<file path="config.mk">
export PLATFORM = sky130hd
export DESIGN_NAME = regfile_sc
export DESIGN_NICKNAME = d
export VERILOG_FILES = /design/src/rtl/regfile_sc.sv
export SDC_FILE = /design/constraint.sdc
export NUM_CORES = 1
export LEC_CHECK = 0
export ABC_AREA = 0
export CORE_MARGIN = 5
export CORE_UTILIZATION = 50
export CTS_BUF_LIST = sky130_fd_sc_hd__clkbuf_2
export DETAILED_ROUTE_END_ITERATION = 12
export GPL_ROUTABILITY_DRIVEN = 0
export PLACE_DENSITY = 0.67
export SLEW_MARGIN = 20
export SYNTH_ARGS = -nofsm -noshare
export SYNTH_HDL_FRONTEND = slang
export SYNTH_SLANG_ARGS = --single-unit
</file>
<file path="constraint.sdc">
create_clock -name clk -period 12.45 [get_ports clk]
set_clock_uncertainty 0.1 [all_clocks]
set_input_delay 2.49 -clock clk [delete_from_list [all_inputs] [get_ports clk]]
set_output_delay 2.49 -clock clk [all_outputs]
set_load 0.05 [all_outputs]
</file>
<file path="src/rtl/regfile_sc.sv">
// regfile_sc: 32x32 register file, two combinational reads, one write, post-reset clear sequencer (optional bypass: REGFILE_BYPASS_EN).
module regfile_sc #(
  parameter int DATA_W = 32,
  parameter int ADDR_W = 5,
  parameter int NUM_REGS = 32
) (
  input  logic              clk,
  input  logic              rst,
  input  logic              we,
  input  logic [ADDR_W-1:0] waddr,
  input  logic [DATA_W-1:0] wdata,
  input  logic              re1,
  input  logic [ADDR_W-1:0] raddr1,
  output logic [DATA_W-1:0] rdata1,
  input  logic              re2,
  input  logic [ADDR_W-1:0] raddr2,
  output logic [DATA_W-1:0] rdata2,
  output logic              busy_o
);
  typedef enum logic {CLEAR, READY} state_t;
  state_t state, state_n;
  logic [ADDR_W-1:0] clr_ptr, clr_ptr_n;
  logic busy_n;
  logic [DATA_W-1:0] mem [NUM_REGS];
  logic last;
  logic byp1, byp2;
  assign last = clr_ptr == ADDR_W'(NUM_REGS - 1);
  always_comb begin
    state_n = state;
    clr_ptr_n = clr_ptr;
    busy_n = busy_o;
    if (state == CLEAR) begin
      clr_ptr_n = clr_ptr + ADDR_W'(1);
      state_n = last ? READY : CLEAR;
      busy_n = !last;
    end
  end
  always_ff @(posedge clk) begin
    if (rst) begin
      state <= CLEAR;
      clr_ptr <= ADDR_W'(1);
      busy_o <= 1'b1;
    end else begin
      state <= state_n;
      clr_ptr <= clr_ptr_n;
      busy_o <= busy_n;
    end
  end
  // r0 is never written by the sequencer nor the write port; reads of it are forced to zero
  always_ff @(posedge clk) begin
    if (!rst) begin
      if (state == CLEAR) mem[clr_ptr] <= '0;
      else if (we && waddr != '0) mem[waddr] <= wdata;
    end
  end
`ifdef REGFILE_BYPASS_EN
  assign byp1 = we && waddr == raddr1;
  assign byp2 = we && waddr == raddr2;
`else
  assign byp1 = 1'b0;
  assign byp2 = 1'b0;
`endif
  always_comb begin
    rdata1 = (rst || busy_o || !re1 || raddr1 == '0) ? '0 : byp1 ? wdata : mem[raddr1];
    rdata2 = (rst || busy_o || !re2 || raddr2 == '0) ? '0 : byp2 ? wdata : mem[raddr2];
  end
endmodule
</file>
## Yosys cells after proc, flatten, opt, wreduce, memory -nomap -nowiden

Memory sizes are Yosys's and may differ from the RTL's.
Index checks and enable logic that the tools add are counted.
Widths: inputs -> output; s select.

| storage, ports and cells | value |
|---|---|
| input port bits | 52 |
| word-level logic and storage cells | 33 |
| memory bits (writable) | 1024 |
| register bits after elaboration | 7 |
| memories kept | 1 |
| output and inout bits | 65 |

Memory list:

| name | depth | width | read ports | clocked after Yosys merged registers in | wr ports | RTL line | text |
|---|---|---|---|---|---|---|---|
| mem | 32 | 32 | 2 | 0 | 1 | 24 | `logic [DATA_W-1:0] mem [NUM_REGS];` |

| cells by class | value |
|---|---|
| multiplexer cells | 14 |
| add/sub/neg operators | 1 |
| equal/unequal tests | 1 |
| reductions and logical operators | 13 |

Operators with widths:

| operator | count |
|---|---|
| $mux 32 | 3 |
| $reduce_or 32->1 | 1 |
| $logic_not 5->1 | 2 |
| $mux 1 | 10 |
| $add 5x1->5 const B | 1 |
| $eq 5x5->1 const B | 1 |
| $logic_or 1x1->1 | 5 |
| $mux 5 | 1 |
| $reduce_bool 5->1 | 1 |
| $logic_not 1->1 | 3 |
| $logic_and 1x1->1 | 1 |

## Logic depth before layout (Yosys ltp)

| depth | value |
|---|---|
| depth after elaboration | 8 |
| mapped depth | 9 |
| mapped depth without buffers | 6 |

## Worst setup path after synthesis

Ideal clock, no wire load.

| path | value |
|---|---|
| kind | input port to output port |
| from | input port raddr2[0] |
| to | output port rdata2[11] |
| setup slack | 5.311 ns |
| buffers on the path | 5 |
| arrival time | 4.549 ns |
| data required time | 9.860 ns |
| stages on the path | 8 |
| cell sequence | buf_4 > buf_6 > buf_6 > nor2_1 > a211o_1 > buf_2 > clkbuf_1 > a32oi_1 |

| on the way | value |
|---|---|
| cells in the longest elaborated chain, start to end | 3 |
| elaborated cells on any way between the ends | 4 |
| classes of those cells | mux (1); reduce/logical (2); memory (1) |

RTL lines:

| item | RTL line | text |
|---|---|---|
| start, declared | 16 | `input logic [ADDR_W-1:0] raddr2,` |
| branches (longest 2 deep; another with $mem_v2 32x32) | n/a |  |
| $mux 32 * | 65 | `rdata2 = (rst \|\| busy_o \|\| !re2 \|\| raddr2 == '0) ? '0 : byp2 ? wdata : mem[raddr2];` |
| end, declared | 17 | `output logic [DATA_W-1:0] rdata2,` |

Mark *: on every way between the ends.

## Final worst setup path

| path | value |
|---|---|
| from | input port rst |
| to | output port rdata1[31] |

| on the way | value |
|---|---|
| cells in the longest elaborated chain, start to end | 4 |

RTL lines:

| item | RTL line | text |
|---|---|---|
| start, declared | 8 | `input logic rst,` |
| $logic_or 1x1->1 (3 in series) | 64 | `rdata1 = (rst \|\| busy_o \|\| !re1 \|\| raddr1 == '0) ? '0 : byp1 ? wdata : mem[raddr1];` |
| $mux 32 | 64 |  |
| end, declared | 14 | `output logic [DATA_W-1:0] rdata1,` |

No other way between the ends.

==> impl_metrics.ini <==
[timing]
rsz0062_at_grt = false
setup_viol = 0
worst_pin_slew_ps = 1140
setup_ws_ps = 2760
min_period_ps = 9690
slew_headroom_pct = 24.3
slew_viol_final = 0
setup_tns_ps = 0
finalCritPeriodShare_pct = 77.8
hold-worst-slack_ps = 483
max_freq_ghz = 0.103
finalHoldViolations = 0

[synthesis]
ys_ff_latch = 1031
synthCells = 2873
avgSynthCellArea_um2 = 17.1
yosysUniqueCellTypes = 46
netlist_area_um2 = 49100
yosysWarnings = 0
syn-num-nets = 2927
synth-seq-area-share_pct = 62.9

[outcome]
status = finished clean

[die]
die_w_um = 323
rows = 115
die-area_um2 = 105000
pin_count = 117
core_area_um2 = 98000
die_h_um = 323
start_util_pct = 50.1

[drt]
drc = 0
routed_wl_um = 165000
drtPass1Iterations = 7
routedWlPerCell_um = 36.0
drtAntennaViolNets = 0
initialDrtViolationCount = 4157
routed_via_density = 6.97
vias = 31900

[power]
irDropWorstVdd_mv = 0.0883
combPwrFrac_pct = 7.3
p_leak_nw = 16.3
power.net_switching_mw = 1.69
swShare_pct = 25.7
power_density_nw_per_um2 = 122
pwr-share-clk_pct = 34.8
seq_power_share_pct = 57.9
power_report.internal_total_mw = 4.89

[clock_tree]
root_buffer = clkbuf_2
postCtsHoldBufs = 0
cts-htree-levels = 5
cts_max_path_buffers = 4
cts_buffers = 282
cts_tree = done
path_clk_slew_ps = 100
cts_sinks = 1031
cts_resized = 0
clkLatencyLatePin_ps = 1410
post_cts_buffers = 0

[critical_path]
crit_path_start_kind = input port
crit_required_ps = 9860
critPathCaptureType = output pin
arrival_ps = 7100
path_class = input port to output pin
critPathMaxFanout = 21

[global_route]
antenna_found_initial = 7
grt_pass1_vias = 32700
grt_max_degree = 112
gr-total-overflow = 0
grt_pass1_wl_um = 232000
track_usage_pct = 31.4

[placed_design]
dpl.cell_count = 4129
portBuffers = 116
dp_hpwl_um = 88800
place_ws_ps = 2940

[final_layout]
layout-drive-gt1-share_pct = 29.2
final_nets = 3180
layout_commonest_cell = edfxtp_1
areaGrowthSynthToFinish_pct = 9.79
layout_common_cells = edfxtp_1 (1024), mux2i_1 (454), clkbuf_2 (382)
instances_no_fill = 4576
fin_util_pct = 55.0

[flow_run]
cap_viol_max_count = 0

[hold_path]
hold_path.class = register to register
-- final cells by class --
| cell class | count | area (um2) |
|---|---|---|
| diodes | 2 | 5.00 |
| clock buffers | 382 | 1910 |
| clock inverters | 63 | 379 |
| fillers | 7697 | 44100 |
| inverters | 7 | 26.3 |
| multi-input cells | 1605 | 17300 |
| flip-flops and latches | 1031 | 30900 |
| well taps | 1287 | 1610 |
| repair buffers | 199 | 1820 |
-- power by group through the flow --
stage	clock network, mW	registers, mW	logic, mW
final	2.29	3.81	0.483
after global routing	2.52	3.81	0.495
after CTS	2.32	3.81	0.473
after detailed placement	0	3.89	0.473
after global placement	0	3.88	0.469
after floorplan	0	3.88	0.311
-- layer usage --
layer | track usage (%) | share of wire (%) | up-vias
li1 | - | - | 12600
met2 | 47.2 | 45 | 2552
met5 | 0 | 0.031 | -
met1 | 42.8 | 36 | 16300
met3 | 10.0 | 15 | 432
met4 | 13.4 | 4.4 | 8
-- critical path, stage by stage --
cell	delay, ps
clkdlybuf4s50_1	740
or3b_2	650
nor3_4	690
buf_4	540
nand3_1	150
a32oi_1	830
clkdlybuf4s50_1	980
-- state kept, by name, summed over array words and instances, names as in the netlist --
name,flops
mem,1024
busy_o,1
clr_ptr,5
state,1
-- final timing paths --
check	start	to	slack, ps	cells past startpoint
worst min register to register	clr_ptr[3]	clr_ptr[3]	480	2
worst max-delay path	rst	rdata1[31]	2760	7
worst min-delay path	clr_ptr[3]	clr_ptr[3]	480	2
worst max register to register	state	mem[5][30]	8560	7
-- kinds of logic (layout without fill, tap and decap cells) --
logic type | count (synthesis) | in the layout | share of synthesized area (%)
XOR/XNOR | 1 | 1 | 0.0178
AO/OA/AOI/OAI | 386 | 386 | 5.67
flip-flops | 1031 | 1031 | 62.9
AND/OR/NAND/NOR | 368 | 368 | 3.76
adder cells (fa/ha/maj) | 2 | 2 | 0.0510
multiplexers | 848 | 848 | 25.0
other | 0 | 2 | 0
buffers and inverters | 237 | 651 | 2.55
-- per-stage QoR --
stage | cell area [um2] | total power, mW
floorplan | 49100 | 4.19
global placement | 51600 | 4.35
detailed placement | 51600 | 4.36
CTS | 53900 | 6.60
global route | 53900 | 6.83
finish | 53900 | 6.58
-- cells in the mapped netlist (all sizes together) --
master	n	area [um2]
nor3	22	120
edfxtp	1024	30700
or2	13	81.3
o22ai	1	6.26
a22oi	171	1280
and3	4	25.0
a221oi	26	228
a21o	3	22.5
o211ai	13	97.6
nor2b	7	43.8
mux4	294	6620
a32oi	48	420
a211oi	1	7.51
xnor2	1	8.76
a21boi	1	7.51
nand4b	3	26.3
buf	143	898
dfxtp	7	140
or3	2	12.5
mux2i	454	4540
nor4	7	43.8
a211o	2	17.5
clkinv	1	3.75
nor2	31	119
inv	6	22.5
a21oi	44	220
or3b	2	17.5
nand2	115	432
nand3	73	365
and2	35	219
nand3b	2	15.0
nor3b	1	7.51
nand2b	51	319
ha	2	25.0
mux2	100	1130
a31oi	67	419
o21ai	7	35.0
clkbuf	87	328
o32a	2	20.0
No activity file was read; power rests on OpenSTA's default activity.
